==> config.mk <==
export PLATFORM = sky130hd
export DESIGN_NAME = entropy_reader
export DESIGN_NICKNAME = d
export VERILOG_FILES = /design/src/rtl/entropy_reader.sv
export SDC_FILE = /design/constraint.sdc
export NUM_CORES = 1
export LEC_CHECK = 0
export ABC_CLOCK_PERIOD_IN_PS = 1800
export BUFFER_PORTS_ARGS = -buffer_cell sky130_fd_sc_hd__buf_2
export CELL_PAD_IN_SITES_DETAIL_PLACEMENT = 1
export CELL_PAD_IN_SITES_GLOBAL_PLACEMENT = 1
export CORE_ASPECT_RATIO = 0.8
export CORE_MARGIN = 4
export CORE_UTILIZATION = 34
export CTS_BUF_LIST = sky130_fd_sc_hd__clkbuf_16
export CTS_CLUSTER_DIAMETER = 80
export DETAILED_ROUTE_END_ITERATION = 6
export PLACE_DENSITY_LB_ADDON = 0.1
export REMOVE_ABC_BUFFERS = 1
export SLEW_MARGIN = 20
export SYNTH_ARGS = -nofsm -noshare
export SYNTH_HDL_FRONTEND = slang
export SYNTH_SLANG_ARGS = --single-unit
==> constraint.sdc <==
create_clock -name clk -period 1.8 [get_ports clk]
set_input_delay 0.09 -clock clk [delete_from_list [all_inputs] [get_ports clk]]
set_output_delay 0.09 -clock clk [all_outputs]
set_load 0.03 [all_outputs]
==> src/rtl/entropy_reader.sv <==
// Drains 256-bit health-checked noise words from the OHT output FIFO and streams them
// MSB chunk first over valid/ready; a permanent health failure discards the word in flight.
module entropy_reader #(
    parameter int OUT_WIDTH  = 64,
    parameter int RD_LATENCY = 1,
    parameter int CNT_WIDTH  = 16
) (
    input  logic                 clk,
    input  logic                 rst,
    input  logic [255:0]         noise_in,
    input  logic                 fifo_empty,
    input  logic                 good_entropy,
    input  logic                 inter_fail,
    input  logic                 perm_fail,
    output logic                 deque,
    output logic [OUT_WIDTH-1:0] out_data,
    output logic                 out_valid,
    input  logic                 out_ready,
    output logic                 out_last,
    output logic                 abort,
    output logic                 busy,
    output logic [CNT_WIDTH-1:0] words_done
);
    localparam int CHUNKS = 256 / OUT_WIDTH;
    localparam int IDX_W  = (CHUNKS > 1) ? $clog2(CHUNKS) : 1;
    localparam logic [IDX_W-1:0] LAST_IDX = IDX_W'(CHUNKS - 1);
    localparam logic [1:0]       LAT_LOAD = 2'(RD_LATENCY - 1);

    typedef enum logic [1:0] {S_IDLE, S_POP, S_WAIT, S_STREAM} state_t;

    state_t               r_state;
    state_t               w_next;
    logic [1:0]           r_lat_cnt;
    logic [255:0]         r_shift;
    logic [IDX_W-1:0]     r_idx;
    logic [CNT_WIDTH-1:0] r_words;
    logic                 w_start;
    logic                 w_abort;
    logic                 w_fire;
    logic                 w_last_fire;

    always_comb begin
        w_start     = !fifo_empty && good_entropy && !inter_fail && !perm_fail;
        // Reset takes priority so a word dropped by reset never raises abort.
        w_abort     = (r_state != S_IDLE) && perm_fail && !rst;
        w_fire      = (r_state == S_STREAM) && out_ready;
        w_last_fire = w_fire && (r_idx == LAST_IDX);

        w_next = r_state;
        case (r_state)
            S_IDLE:   if (w_start) w_next = S_POP;
            S_POP:    w_next = S_WAIT;
            S_WAIT:   if (r_lat_cnt == 2'd0) w_next = S_STREAM;
            S_STREAM: if (w_last_fire) w_next = S_IDLE;
            default:  w_next = S_IDLE;
        endcase
        if (w_abort) w_next = S_IDLE;
    end

    always_ff @(posedge clk) begin
        if (rst) begin
            r_state   <= S_IDLE;
            r_lat_cnt <= 2'd0;
            r_shift   <= '0;
            r_idx     <= '0;
            r_words   <= '0;
        end else begin
            r_state <= w_next;
            if (w_abort) begin
                r_shift <= '0;
                r_idx   <= '0;
            end else begin
                case (r_state)
                    S_POP: begin
                        r_lat_cnt <= LAT_LOAD;
                        r_idx     <= '0;
                    end
                    S_WAIT: begin
                        if (r_lat_cnt == 2'd0) r_shift <= noise_in;
                        else                   r_lat_cnt <= r_lat_cnt - 2'd1;
                    end
                    S_STREAM: begin
                        if (w_last_fire) begin
                            r_shift <= '0;
                            r_idx   <= '0;
                            if (r_words != '1) r_words <= r_words + 1'b1;
                        end else if (w_fire) begin
                            r_shift <= r_shift << OUT_WIDTH;
                            r_idx   <= r_idx + 1'b1;
                        end
                    end
                    default: ;
                endcase
            end
        end
    end

    always_comb begin
        deque      = (r_state == S_POP) && !perm_fail && !rst;
        out_valid  = (r_state == S_STREAM);
        out_data   = out_valid ? r_shift[255 -: OUT_WIDTH] : '0;
        out_last   = out_valid && (r_idx == LAST_IDX);
        abort      = w_abort;
        busy       = (r_state != S_IDLE);
        words_done = r_words;
    end

endmodule

**Word level (Yosys, flattened, before mapping)**

Cells that the tools add are included.

- Bits in registers: 278
- Bits in latches: 0
- RAM bits: 0
- Memory bits (read-only): 0
- Bits of input ports: 263
- Output and inout port bits: 85
- Memories: 0

- Add/sub/neg operators: 3
- $mul: 0
- Div/mod/pow operators: 0
- $lt $le $gt $ge: 0
- Equal/unequal tests: 10
- Shift operators: 0
- Multiplexer cells: 14
- Bitwise operators: 1
- Reductions and logical operators: 26

Operator list:

| kind | count |
|---|---|
| 256-bit two-way mux | 3 |
| 256-bit case mux with 2 select lines | 1 |
| 64-bit two-way mux | 1 |
| 16-bit by 1-bit adder with 16-bit output, second input constant | 1 |
| 16-bit inequality test, second input constant | 1 |
| 2-bit two-way mux | 6 |
| 1-bit logical AND | 10 |
| 3-bit AND reduction | 3 |
| 2-bit case mux with 2 select lines | 2 |
| 2-bit case mux with 4 select lines | 1 |
| 2-bit nonzero test | 4 |
| 2-bit == test, second input constant | 3 |
| 2-bit inequality test, second input constant | 3 |
| 1-bit zero test | 4 |
| 2-bit zero test | 2 |
| 4-bit AND reduction | 1 |
| 3-bit by 1-bit inequality test with 1-bit output, second input constant | 1 |
| 2-bit by 1-bit adder with 2-bit output, second input constant | 1 |
| 2-bit by 1-bit == test with 1-bit output, second input constant | 1 |
| 2-bit by 1-bit inequality test with 1-bit output, second input constant | 1 |
| 2-bit AND reduction | 1 |
| 2-bit OR reduction | 1 |
| 2-bit by 1-bit subtractor with 2-bit output, second input constant | 1 |
| 1-bit NOT | 1 |

**Longest topological paths before layout**

Gate-level depths: netlist of the first run.

- Depth in word-level cells: 6
- Gate-level depth with buffers: 8
- Mapped depth without buffers: 7

**Worst setup path before layout of the first run**

Ideal clock, no wire load.

- Path kind: register to register
- Start point: register r_state[0]
- End point: register r_words[4], in the netlist words_done[4]
- Setup time: 0.070 ns
- Data arrival time: 2.091 ns
- Data required time: 1.730 ns
- Path slack: -0.361 ns
- Cell stages (with the launch flop): 8
- Buffers on the path: 2
- Path through: dfxtp_1 ha_1 buf_2 and3_1 nand4_1 clkbuf_1 or4_1 a21oi_1

- Elaborated cells between the ends (all ways): 8
- Those cells by class: 1 x eq/ne; 1 x bitwise; 6 x reduce/logical

RTL lines:

| element | line | RTL |
|---|---|---|
| from (decl) | 31 | `state_t r_state;` |
| from (signal assigned) | 68 | `r_state <= w_next;` |
| 2-bit == test * | - |  |
| via out_valid | 17 | `output logic out_valid,` |
| 1-bit logical AND | 46 | `w_fire = (r_state == S_STREAM) && out_ready;` |
| 1-bit logical AND | 47 | `w_last_fire = w_fire && (r_idx == LAST_IDX);` |
| 4-bit AND reduction (no line) * | - |  |
| to (signal assigned) | 86 | `if (r_words != '1) r_words <= r_words + 1'b1;` |
| to (decl) | 36 | `logic [CNT_WIDTH-1:0] r_words;` |

Mark *: on every way through the listed nets, which the timed path passes. The rest lies on a longest branch.
A chain may end at the register's enable or synchronous reset.

**Worst setup path in the final report of the first run**

- Start point: register r_state[0]
- End point: register r_shift[124]

- Cells in the longest elaborated chain, start to end: 5
- Elaborated cells between the ends (all ways): 14
- Those cells by class: 4 x eq/ne; 2 x mux; 8 x reduce/logical

RTL lines:

| element | line | RTL |
|---|---|---|
| 2-bit == test | 46, 73 |  |
| 1-bit logical AND | 46 |  |
| 1-bit logical AND | 47 |  |
| 3-bit by 1-bit inequality test with 1-bit output (no line) or 256-bit two-way mux (tied branches) | - |  |
| 3-bit AND reduction (no line) or 256-bit case mux with 2 select lines (tied branches) | - |  |
| to (signal assigned) | 79 | `if (r_lat_cnt == 2'd0) r_shift <= noise_in;` |
| to (signal assigned) | 88 | `r_shift <= r_shift << OUT_WIDTH;` |
| to (decl) | 34 | `logic [255:0] r_shift;` |

Parallel ways exist; a longest one is shown, timed or not.

==> impl_metrics.json, run 1 <==
{
  "syn_area_um2": 11600,
  "yosysSeqAreaShare_pct": 48.2,
  "dp_hpwl_um": 29500,
  "syn_inst": 1382,
  "io_buffers": 347,
  "post-synth-top-count-cell": "dfxtp_1",
  "synth_cell_type_count": 37,
  "cp.required_ns": 2.26,
  "grt_usage_pct": 30.2,
  "cp.buffers_inverters": 6,
  "cts-root-buf": "clkbuf_16",
  "finalMaxSlewViolations": 0,
  "hold_viol": 0,
  "rows": 60,
  "vias": 16300,
  "htreeDepth": 1,
  "path_cells": "ha_4 -> buf_6 -> buf_6 -> o211ai_1 -> buf_4 -> buf_12 -> buf_16 -> buf_16 -> a221oi_2 -> nor3_1",
  "route.detailed.drc": 0,
  "ys_warn_count": 0,
  "critPathKind": "reg2reg",
  "ys_seq_elements": 278,
  "max-vdd-ir-drop_mv": 0.806,
  "critPathTopFamily": "buffers and inverters",
  "worst_hold_slack_ns": 0.0592,
  "worstMarginPinSlew_ns": 0.529,
  "status": "finished, violations left",
  "dieArea_um2": 37000,
  "synth_common_cells": "278 x dfxtp_1, 199 x nor2_1, 196 x nor3_1, 193 x a221oi_1, 135 x clkbuf_1",
  "final_util_pct": 72.4,
  "fillers": 3285,
  "synth_top_area_share_pct": 48.2,
  "min-delay-start": "rst",
  "multi_input_area_um2": 8980,
  "die_w_um": 214,
  "period_share_pct": 124,
  "cts_buffer_depth": 3,
  "start_util_pct": 34.4,
  "via_per_inst": 6.37,
  "yosys_most_used_dff": "dfxtp_1",
  "whs_path_depth": 3,
  "setup_ws_ns": -0.439,
  "cp-start-kind": "register",
  "worstReg2RegEnd": "r_shift[124]",
  "avgSynthCellArea_um2": 8.36,
  "max_freq_mhz": 447,
  "cts_tree": "built",
  "clk_pin_slew_ns": 0.07,
  "cp.arrival_ns": 2.70,
  "ff2ff_setup_slack_ns": -0.44,
  "setup_violations": 342,
  "r2r_start": "r_state[0]",
  "drv_cap": 0,
  "tns_ns": -70.49,
  "min_period_ns": 2.24,
  "antenna_found_initial": 17,
  "fin_area_um2": 24300,
  "clk_latency_ns": 0.59,
  "synthTopCellsByArea": "dfxtp_1 48%, a221oi_1 15%, nor3_1 8.5%",
  "endpoint_kind": "register",
  "seq_area_um2": 5580,
  "post_drt_wl_per_cell_um": 32.7,
  "ant_nets": 0,
  "place_area_um2": 14700,
  "place_ws_ns": -0.288,
  "first_global_vias": 15400,
  "hold_end": "words_done[15]",
  "hp-class": "in2reg",
  "die_y_um": 173,
  "slowest_stage": "dfxtp_4",
  "p_per_area_nw_per_um2": 869,
  "grt_pass1_wl_um": 90700,
  "grt_max_degree": 65,
  "place_congestion": 0.822,
  "numCtsBuffers": 30,
  "drt_iter0_drc": 1562,
  "async_flop_share_pct": 0,
  "rsz0062_at_grt": "yes",
  "synth_edf_count": 0,
  "clock_skew_ns": 0.0233,
  "io_pins": 348,
  "drive_gt1_share_pct": 50.9,
  "final_nets": 2351,
  "cts_sinks": 278,
  "dr.pass1.iters": 5,
  "slowest_delay_ns": 0.37,
  "crit_fanout": 7,
  "relSlewSlack_pct": 64.5,
  "reg2regPathDepth": 10,
  "syn_to_final_growth_pct": 110,
  "leakagePower_uw": 0.00894,
  "overflow": 0,
  "synth_area_leader_cell": "dfxtp_1",
  "violations": "setup timing",
  "core_um2": 33600,
  "wl_um": 83500
}
placed cells by master, fill, tap and decap left out, types with 27 or more instances in the layout:
master,netlist,routed
a21oi_2,0,59
a221oi_2,0,93
a221oi_4,0,92
and2_1,65,28
and2_4,0,37
buf_12,0,60
buf_2,1,297
buf_4,0,54
buf_6,0,81
clkbuf_16,0,61
dfxtp_1,278,273
dlygate4sd3_1,0,257
nand2_1,73,27
nand2_4,0,42
nand3_1,71,64
nor2_1,199,175
nor3_1,196,117
nor3_2,0,78
how the worst max path moves through the flow:
stage / from / slack (ns) / cells after the start / endpoint
3_3_place_gp: r_state[0] / -0.25 / 7 / words_done[13]
4_1_cts: r_state[0] / -0.17 / 6 / out_data[29]
2_1_floorplan: r_state[0] / -8.54 / 4 / r_shift[0]
6_report: r_state[0] / -0.44 / 10 / r_shift[124]
3_5_place_dp: r_state[0] / -0.29 / 7 / words_done[13]
5_1_grt: r_state[0] / -0.48 / 10 / r_shift[124]
per-stage QoR:
step           total power, uW  cells
6_report                 21100   2556
5_1_grt                  21600   2555
4_1_cts                  18100   2483
3_5_place_dp             10800   2126
3_3_place_gp             10600   2126
2_1_floorplan             9430   1235
kinds of logic (layout without fill, tap and decap cells):
group	after synthesis	in the layout	share of synthesized area (%)
and+or+nand+nor	639	639	26.1
AOI/OAI and AO/OA	298	298	19.7
DFF	278	278	48.2
buffers and inverters	159	880	5.20
adders and majority gates	7	7	0.758
muxes	1	1	0.0866
other	0	19	0
tightest hold or removal path: stages:
cell     delay [ns]
buf_2          0.13
buf_4          0.25
a21oi_2        0.13
state kept, by name (all words and copies together), names as in the netlist:
register	cells
r_idx	2
r_lat_cnt	2
r_shift	256
r_state	2
words_done	16
timing repair:
item | in CTS | in global routing
gates cloned | 22 | 35
pin swaps | 26 | 146
setup endpoints to repair | 342 | 339
setup buffers | 24 | 41
endpoints found under the hold margin | 258 | 0
hold buffers | 257 | 0
gates resized for setup | 311 | 577
report_power, final:
part           internal, uW  switching, uW
sequential             6980            968
combinational          3010           3640
clock                  3510           2990
total                 13500           7600
final cells by class:
type                       instances  area share [%]
multi-input combinational        945            37.0
timing repair buffer             814            33.4
sequential                       278            23.0
clock buffer                      31            3.19
tap                              434            2.24
clock inverter                    23           0.696
inverter                          12           0.283
antenna                           19           0.196
routing by layer:
layer / up-vias / wire, um / GRT usage (%)
met1: 8202 / 30500 / 36.6
met4: 0 / 6140 / 12.2
met3: 419 / 5680 / 5.80
li1: 6545 / - / -
met5: - / 0 / 0
met2: 1121 / 41200 / 52.9
(Power assumes the default switching activity.)
==> run 2, diff against run 1 <==
--- a/config.mk
+++ b/config.mk
@@ -12,7 +12,6 @@
 export CORE_ASPECT_RATIO = 0.8
 export CORE_MARGIN = 4
 export CORE_UTILIZATION = 34
-export CTS_BUF_LIST = sky130_fd_sc_hd__clkbuf_16
 export CTS_CLUSTER_DIAMETER = 80
 export DETAILED_ROUTE_END_ITERATION = 6
 export PLACE_DENSITY_LB_ADDON = 0.1
==> constraint.sdc (replaced) <==
create_clock -name clk -period 1.8 [get_ports clk]
set_input_delay 0.09 -clock clk [delete_from_list [all_inputs] [get_ports clk]]
set_output_delay 0.09 -clock clk [all_outputs]
set_load 0.01 [all_outputs]
==> impl_metrics.json, run 2 (synthesized netlist as in run 1, its figures left out) <==
{
  "cp.arrival_ns": 2.66,
  "place_inst": 2125,
  "core_um2": 33600,
  "period_share_pct": 123,
  "fillers": 3447,
  "grt_pass1_wl_um": 85300,
  "hold_viol": 0,
  "regMostFlops": "r_shift",
  "io_pins": 348,
  "cts_sinks": 278,
  "rows": 60,
  "largest_reg_flops": 256,
  "via_per_inst": 6.00,
  "layout_common_cells": "299 x buf_2, 275 x dfxtp_1, 258 x dlygate4sd3_1",
  "worstMarginPinSlew_ns": 0.551,
  "p_per_area_nw_per_um2": 912,
  "min_period_ns": 2.22,
  "numCtsBuffers": 30,
  "wl_um": 71300,
  "antenna_found_initial": 15,
  "worst_hold_slack_ns": 0.0598,
  "multi_input_area_um2": 7880,
  "cp.required_ns": 2.24,
  "clock_skew_ns": 0.0152,
  "place_congestion": 0.820,
  "drt_iter0_drc": 1506,
  "die_y_um": 173,
  "drive_gt1_share_pct": 47.9,
  "htreeDepth": 1,
  "violations": "setup timing",
  "clk_latency_ns": 0.58,
  "max-vdd-ir-drop_mv": 0.624,
  "cts_buffer_depth": 3,
  "setup_violations": 339,
  "mostFrequentLayoutCell": "buf_2",
  "max_freq_mhz": 450,
  "cts_tree": "built",
  "leakagePower_uw": 0.00850,
  "critPathKind": "reg2reg",
  "grt_max_degree": 65,
  "cp-start-kind": "register",
  "final_nets": 2316,
  "first_global_vias": 15000,
  "overflow": 0,
  "status": "finished, violations left",
  "relSlewSlack_pct": 63.1,
  "die_w_um": 214,
  "post_drt_wl_per_cell_um": 28.3,
  "dr.pass1.iters": 5,
  "vias": 15200,
  "drv_cap": 0,
  "total_power_uw": 20700,
  "start_util_pct": 34.4,
  "place_ws_ns": -0.270,
  "endpoint_kind": "register",
  "dieArea_um2": 37000,
  "route.detailed.drc": 0,
  "final_cells": 2525,
  "clk_pin_slew_ns": 0.08,
  "grt_usage_pct": 28.2,
  "rsz0062_at_grt": "yes",
  "seq_area_um2": 5570,
  "crit_fanout": 7,
  "tns_ns": -45.28,
  "dp_hpwl_um": 29000,
  "hp-class": "in2reg",
  "io_buffers": 347,
  "finalMaxSlewViolations": 0,
  "ant_nets": 0,
  "setup_ws_ns": -0.421,
  "cts-root-buf": "clkbuf_16",
  "syn_to_final_growth_pct": 96.7
}
run 2: final timing paths:
kind / startpoint / to / slack, ns / cells after the start
worst min-delay path: rst / words_done[14] / 0.06 / 3
worst min register to register: r_shift[60] / r_shift[60] / 0.45 / 2
worst max-delay path: r_state[1] / r_shift[184] / -0.42 / 9
worst max register to register: r_state[1] / r_shift[184] / -0.42 / 9
run 2: layer usage:
layer | GRT usage [%] | up-vias | share of wire [%]
met1 | 33.7 | 7540 | 37
li1 | - | 6469 | -
met3 | 5.64 | 281 | 6.3
met5 | 0 | - | 0
met4 | 13.9 | 0 | 6.0
met2 | 48.7 | 863 | 51
run 2: final cells by class:
class | count | share of cell area, %
diodes | 21 | 0.231
clock buffers | 46 | 4.01
clock inverters | 10 | 0.781
inverters | 12 | 0.286
multi-input cells | 945 | 34.6
flip-flops and latches | 278 | 24.5
well taps | 434 | 2.39
repair buffers | 779 | 33.1
run 2: worst max-delay path: stages, from the launching register on:
cell       delay (ns)
dfxtp_4          0.37
ha_4             0.17
buf_8            0.13
buf_6            0.13
o211ai_1         0.29
buf_6            0.25
buf_12           0.18
clkbuf_16        0.16
a221oi_2         0.04
nor3_1           0.36
run 2: what timing repair did:
| action | in CTS | in global routing |
|---|---|---|
| gates resized for setup | 222 | 441 |
| endpoints found under the hold margin | 259 | 0 |
| pin swaps | 82 | 107 |
| gates cloned | 9 | 29 |
| hold buffers | 258 | 0 |
| buffers inserted | 15 | 15 |
| endpoints found under the setup margin | 341 | 339 |
run 2: per-stage QoR:
stage	cell area (um^2)	util, %
2_1_floorplan	11000	-
3_3_place_gp	14700	43.7
3_5_place_dp	14700	43.7
4_1_cts	19700	58.8
5_1_grt	22700	67.7
6_report	22700	67.8
run 2: power by group:
| group | leakage, uW | switching (uW) | internal (uW) | total (uW) |
|---|---|---|---|---|
| clock | 0.000534 | 2870 | 4190 | 7060 |
| combinational | 0.00572 | 3090 | 2790 | 5880 |
| sequential | 0.00224 | 806 | 6980 | 7780 |
==> run 3, diff against run 2 <==
--- a/config.mk
+++ b/config.mk
@@ -14,7 +14,9 @@
 export CORE_UTILIZATION = 34
 export CTS_CLUSTER_DIAMETER = 80
 export DETAILED_ROUTE_END_ITERATION = 6
+export GPL_TIMING_DRIVEN = 0
 export PLACE_DENSITY_LB_ADDON = 0.1
+export RECOVER_POWER = 100
 export REMOVE_ABC_BUFFERS = 1
 export SLEW_MARGIN = 20
 export SYNTH_ARGS = -nofsm -noshare
==> impl_metrics.json, run 3 <==
{
  "status": "stopped before the end",
  "haltStage": "global routing (5_1_grt)",
  "error": "[ERROR GRT-0232] Routing congestion too high. Check the congestion heatmap in the GUI.",
  "io_pins": 348,
  "rows": 60,
  "syn_inst": 1382,
  "avgSynthCellArea_um2": 8.36,
  "die_y_um": 173,
  "synth_area_leader_cell": "dfxtp_1",
  "ys_seq_elements": 278,
  "place_inst": 2067,
  "dp_hpwl_um": 27100,
  "async_flop_share_pct": 0,
  "yosysSeqAreaShare_pct": 48.2,
  "synth_common_cells": "278 x dfxtp_1, 199 x nor2_1, 196 x nor3_1, 193 x a221oi_1, 135 x clkbuf_1",
  "yosys_most_used_dff": "dfxtp_1",
  "grt_usage_pct": 82.4,
  "synth_top_area_share_pct": 48.2,
  "place_congestion": 0.773,
  "die_w_um": 214,
  "overflow": 262,
  "postGrtWorstEndpoint": "r_shift[79]$_SDFFE_PP0P_/D",
  "htreeDepth": 1,
  "synth_cell_type_count": 37,
  "worstEpCategory": "register input",
  "cts_buffer_depth": 3,
  "start_util_pct": 34.4,
  "cts-root-buf": "clkbuf_16",
  "grt_max_degree": 34,
  "numCtsBuffers": 31,
  "cts_sinks": 278,
  "syn_area_um2": 11600,
  "post-synth-top-count-cell": "dfxtp_1",
  "synthTopCellsByArea": "dfxtp_1 48%, a221oi_1 15%, nor3_1 8.5%",
  "io_buffers": 347,
  "synth_edf_count": 0,
  "ys_warn_count": 0,
  "antenna_found_initial": 7
}
[run 3: cell counts after synthesis]
No cell type changed its count.
[run 3: cell families after synthesis]
family	count (synthesis)	share of synthesized area, %
and+or+nand+nor	639	26.1
AOI/OAI and AO/OA	298	19.7
DFF	278	48.2
buffers and inverters	159	5.20
adders and majority gates	7	0.758
muxes	1	0.0866
[run 3: per-layer routing]
| metal | global-route usage, % | GRT overflow |
|---|---|---|
| met3 | 70.8 | 6 |
| met1 | 81.0 | 2 |
| met2 | 95.7 | 136 |
| met4 | 87.4 | 118 |
| met5 | 32.4 | 0 |
[run 3: through the flow]
step           utilization [%]  hold slack [ns]  area, um^2  setup WS (ns)
2_1_floorplan                -            0.159       11000          -8.45
3_3_place_gp              39.6            0.362       13300         -16.44
3_5_place_dp              42.0            0.370       14100          -1.68
4_1_cts                   67.0           0.0170       22500         -0.304
[run 3: repair_timing]
item | in CTS
cloned | 56
resized for setup | 584
hold buffers | 259
endpoints found under the setup margin | 344
buffers inserted | 92
pin swaps | 135
hold endpoints to repair | 273
==> run 4, diff against run 3 <==
==> config.mk (replaced) <==
export PLATFORM = sky130hd
export DESIGN_NAME = entropy_reader
export DESIGN_NICKNAME = d
export VERILOG_FILES = /design/src/rtl/entropy_reader.sv
export SDC_FILE = /design/constraint.sdc
export NUM_CORES = 1
export LEC_CHECK = 0
export ABC_CLOCK_PERIOD_IN_PS = 2300
export BUFFER_PORTS_ARGS = -buffer_cell sky130_fd_sc_hd__buf_2
export CORE_MARGIN = 4
export CORE_UTILIZATION = 35
export DETAILED_ROUTE_END_ITERATION = 6
export GPL_TIMING_DRIVEN = 0
export PLACE_DENSITY_LB_ADDON = 0.15
export RECOVER_POWER = 100
export REMOVE_ABC_BUFFERS = 1
export SLEW_MARGIN = 20
export SYNTH_ARGS = -nofsm -noshare
export SYNTH_HDL_FRONTEND = slang
export SYNTH_SLANG_ARGS = --single-unit
==> constraint.sdc (replaced) <==
create_clock -name clk -period 2.3 [get_ports clk]
set_input_delay 0.115 -clock clk [delete_from_list [all_inputs] [get_ports clk]]
set_output_delay 0.115 -clock clk [all_outputs]
set_load 0.01 [all_outputs]
==> impl_metrics.json, run 4 (synthesized netlist as in run 1, its figures left out) <==
{
  "dp_hpwl_um": 23800,
  "layout_common_cells": "329 x buf_2, 276 x dfxtp_1, 257 x dlygate4sd3_1",
  "ff2ff_setup_slack_ns": 0.07,
  "place_inst": 2077,
  "relSlewSlack_pct": 23.5,
  "finalMaxSlewViolations": 0,
  "switching_share_pct": 27.6,
  "reg2regPathDepth": 8,
  "dieArea_um2": 36000,
  "pwr-share-seq_pct": 41.9,
  "clk_pin_slew_ns": 0.06,
  "worst_hold_slack_ns": 0.104,
  "period_share_pct": 96.9,
  "cts_tree": "built",
  "core_um2": 32500,
  "place_congestion": 0.748,
  "min-delay-start": "rst",
  "via_per_inst": 5.21,
  "p_switching_uw": 3810,
  "clkPwrFrac_pct": 38.6,
  "r2r_start": "r_state[0]",
  "worstMarginPinSlew_ns": 1.14,
  "start_util_pct": 35.5,
  "combinationalPowerShare_pct": 19.6,
  "io_pins": 348,
  "clock_skew_ns": 0.0121,
  "worstReg2RegEnd": "r_shift[74]",
  "largest_reg_flops": 256,
  "status": "complete, no violations",
  "rows": 66,
  "cts-root-buf": "clkbuf_16",
  "drv_cap": 0,
  "grt_max_degree": 121,
  "hold_viol": 0,
  "drive_gt1_share_pct": 23.8,
  "cts_buffer_depth": 3,
  "cts_sinks": 278,
  "vias": 12600,
  "leakagePower_uw": 0.00688,
  "crit_fanout": 53,
  "hold_end": "words_done[14]",
  "dr.pass1.iters": 5,
  "whs_path_depth": 2,
  "io_buffers": 347,
  "numCtsBuffers": 34,
  "post_drt_wl_per_cell_um": 17.2,
  "grt_pass1_wl_um": 65100,
  "antenna_found_initial": 3,
  "regMostFlops": "r_shift",
  "setup_ws_ns": 0.0722,
  "min_period_ns": 2.23,
  "ant_nets": 0,
  "wl_um": 41600,
  "drt_iter0_drc": 846,
  "final_nets": 2216,
  "rsz0062_at_grt": "yes",
  "hp-class": "in2reg",
  "cp.required_ns": 2.68,
  "route.detailed.drc": 0,
  "first_global_vias": 12200,
  "cp.arrival_ns": 2.61,
  "endpoint_kind": "register",
  "fillers": 3082,
  "htreeDepth": 2,
  "die_y_um": 190,
  "multi_input_area_um2": 5550,
  "max_freq_mhz": 449,
  "place_ws_ns": -0.947,
  "tns_ns": 0,
  "total_power_uw": 13800,
  "die_w_um": 190,
  "syn_to_final_growth_pct": 56.4,
  "setup_violations": 0,
  "p_int_uw": 9980,
  "overflow": 0,
  "clk_latency_ns": 0.50,
  "max-vdd-ir-drop_mv": 0.579,
  "p_per_area_nw_per_um2": 763,
  "grt_usage_pct": 21.6,
  "final_cells": 2413,
  "seq_area_um2": 5570,
  "mostFrequentLayoutCell": "buf_2",
  "critPathKind": "reg2reg",
  "cp-start-kind": "register"
}
-- run 4: final cells by class --
type                       instances  share of cell area, %
timing repair buffer             671                   29.0
sequential                       278                   30.8
tap                              442                   3.06
clock inverter                     8                  0.547
inverter                          12                  0.305
clock buffer                      49                   5.54
multi-input combinational        949                   30.7
antenna                            4                 0.0554
-- run 4: worst max-delay path by stage --
| stage | start | endpoint |
|---|---|---|
| after floorplan | r_state[0] | r_shift[0] |
| after global placement | r_state[0] | r_shift[97] |
| after detailed placement | r_state[0] | r_shift[232] |
| after CTS | r_state[1] | r_shift[249] |
| after global routing | r_state[1] | r_shift[164] |
| final | r_state[0] | r_shift[74] |
-- run 4: repair_timing --
action                                  in CTS  in global routing
cloned                                       5                  2
gates resized for setup                     10                  9
hold buffers                               257                  0
endpoints found under the setup margin     270                 83
endpoints found under the hold margin      258                  0
setup buffers                               14                  1
pin swaps                                    4                  2
-- run 4: through the flow --
step / area (um^2) / utilization, %
after floorplan: 11000 / -
after global placement: 13300 / 40.9
after detailed placement: 14100 / 43.4
after CTS: 18000 / 55.4
after global routing: 18100 / 55.5
final: 18100 / 55.6
-- run 4: power groups by stage --
| stage | clock network [uW] | logic (uW) | registers (uW) |
|---|---|---|---|
| after floorplan | 0 | 1580 | 5790 |
| after global placement | 0 | 2300 | 5840 |
| after detailed placement | 0 | 2210 | 5870 |
| after CTS | 5470 | 2660 | 5760 |
| after global routing | 5680 | 3020 | 5850 |
| final | 5320 | 2700 | 5770 |
-- run 4: per-layer routing --
| metal | global-route usage (%) | share of wire [%] | vias to the layer above |
|---|---|---|---|
| met3 | 4.40 | 5.5 | 54 |
| met5 | 0 | 0 | - |
| met1 | 28.5 | 45 | 5940 |
| li1 | - | - | 6232 |
| met4 | 5.51 | 2.0 | 0 |
| met2 | 36.4 | 48 | 349 |
-- run 4: worst max-delay path, stage by stage (launching register included) --
cell and delay [ns]:
dfxtp_2 0.36, inv_1 0.09, ha_1 0.25, inv_1 0.29
a21o_4 0.21, buf_16 0.23, buf_16 0.27, buf_16 0.27
nor3_1 0.11
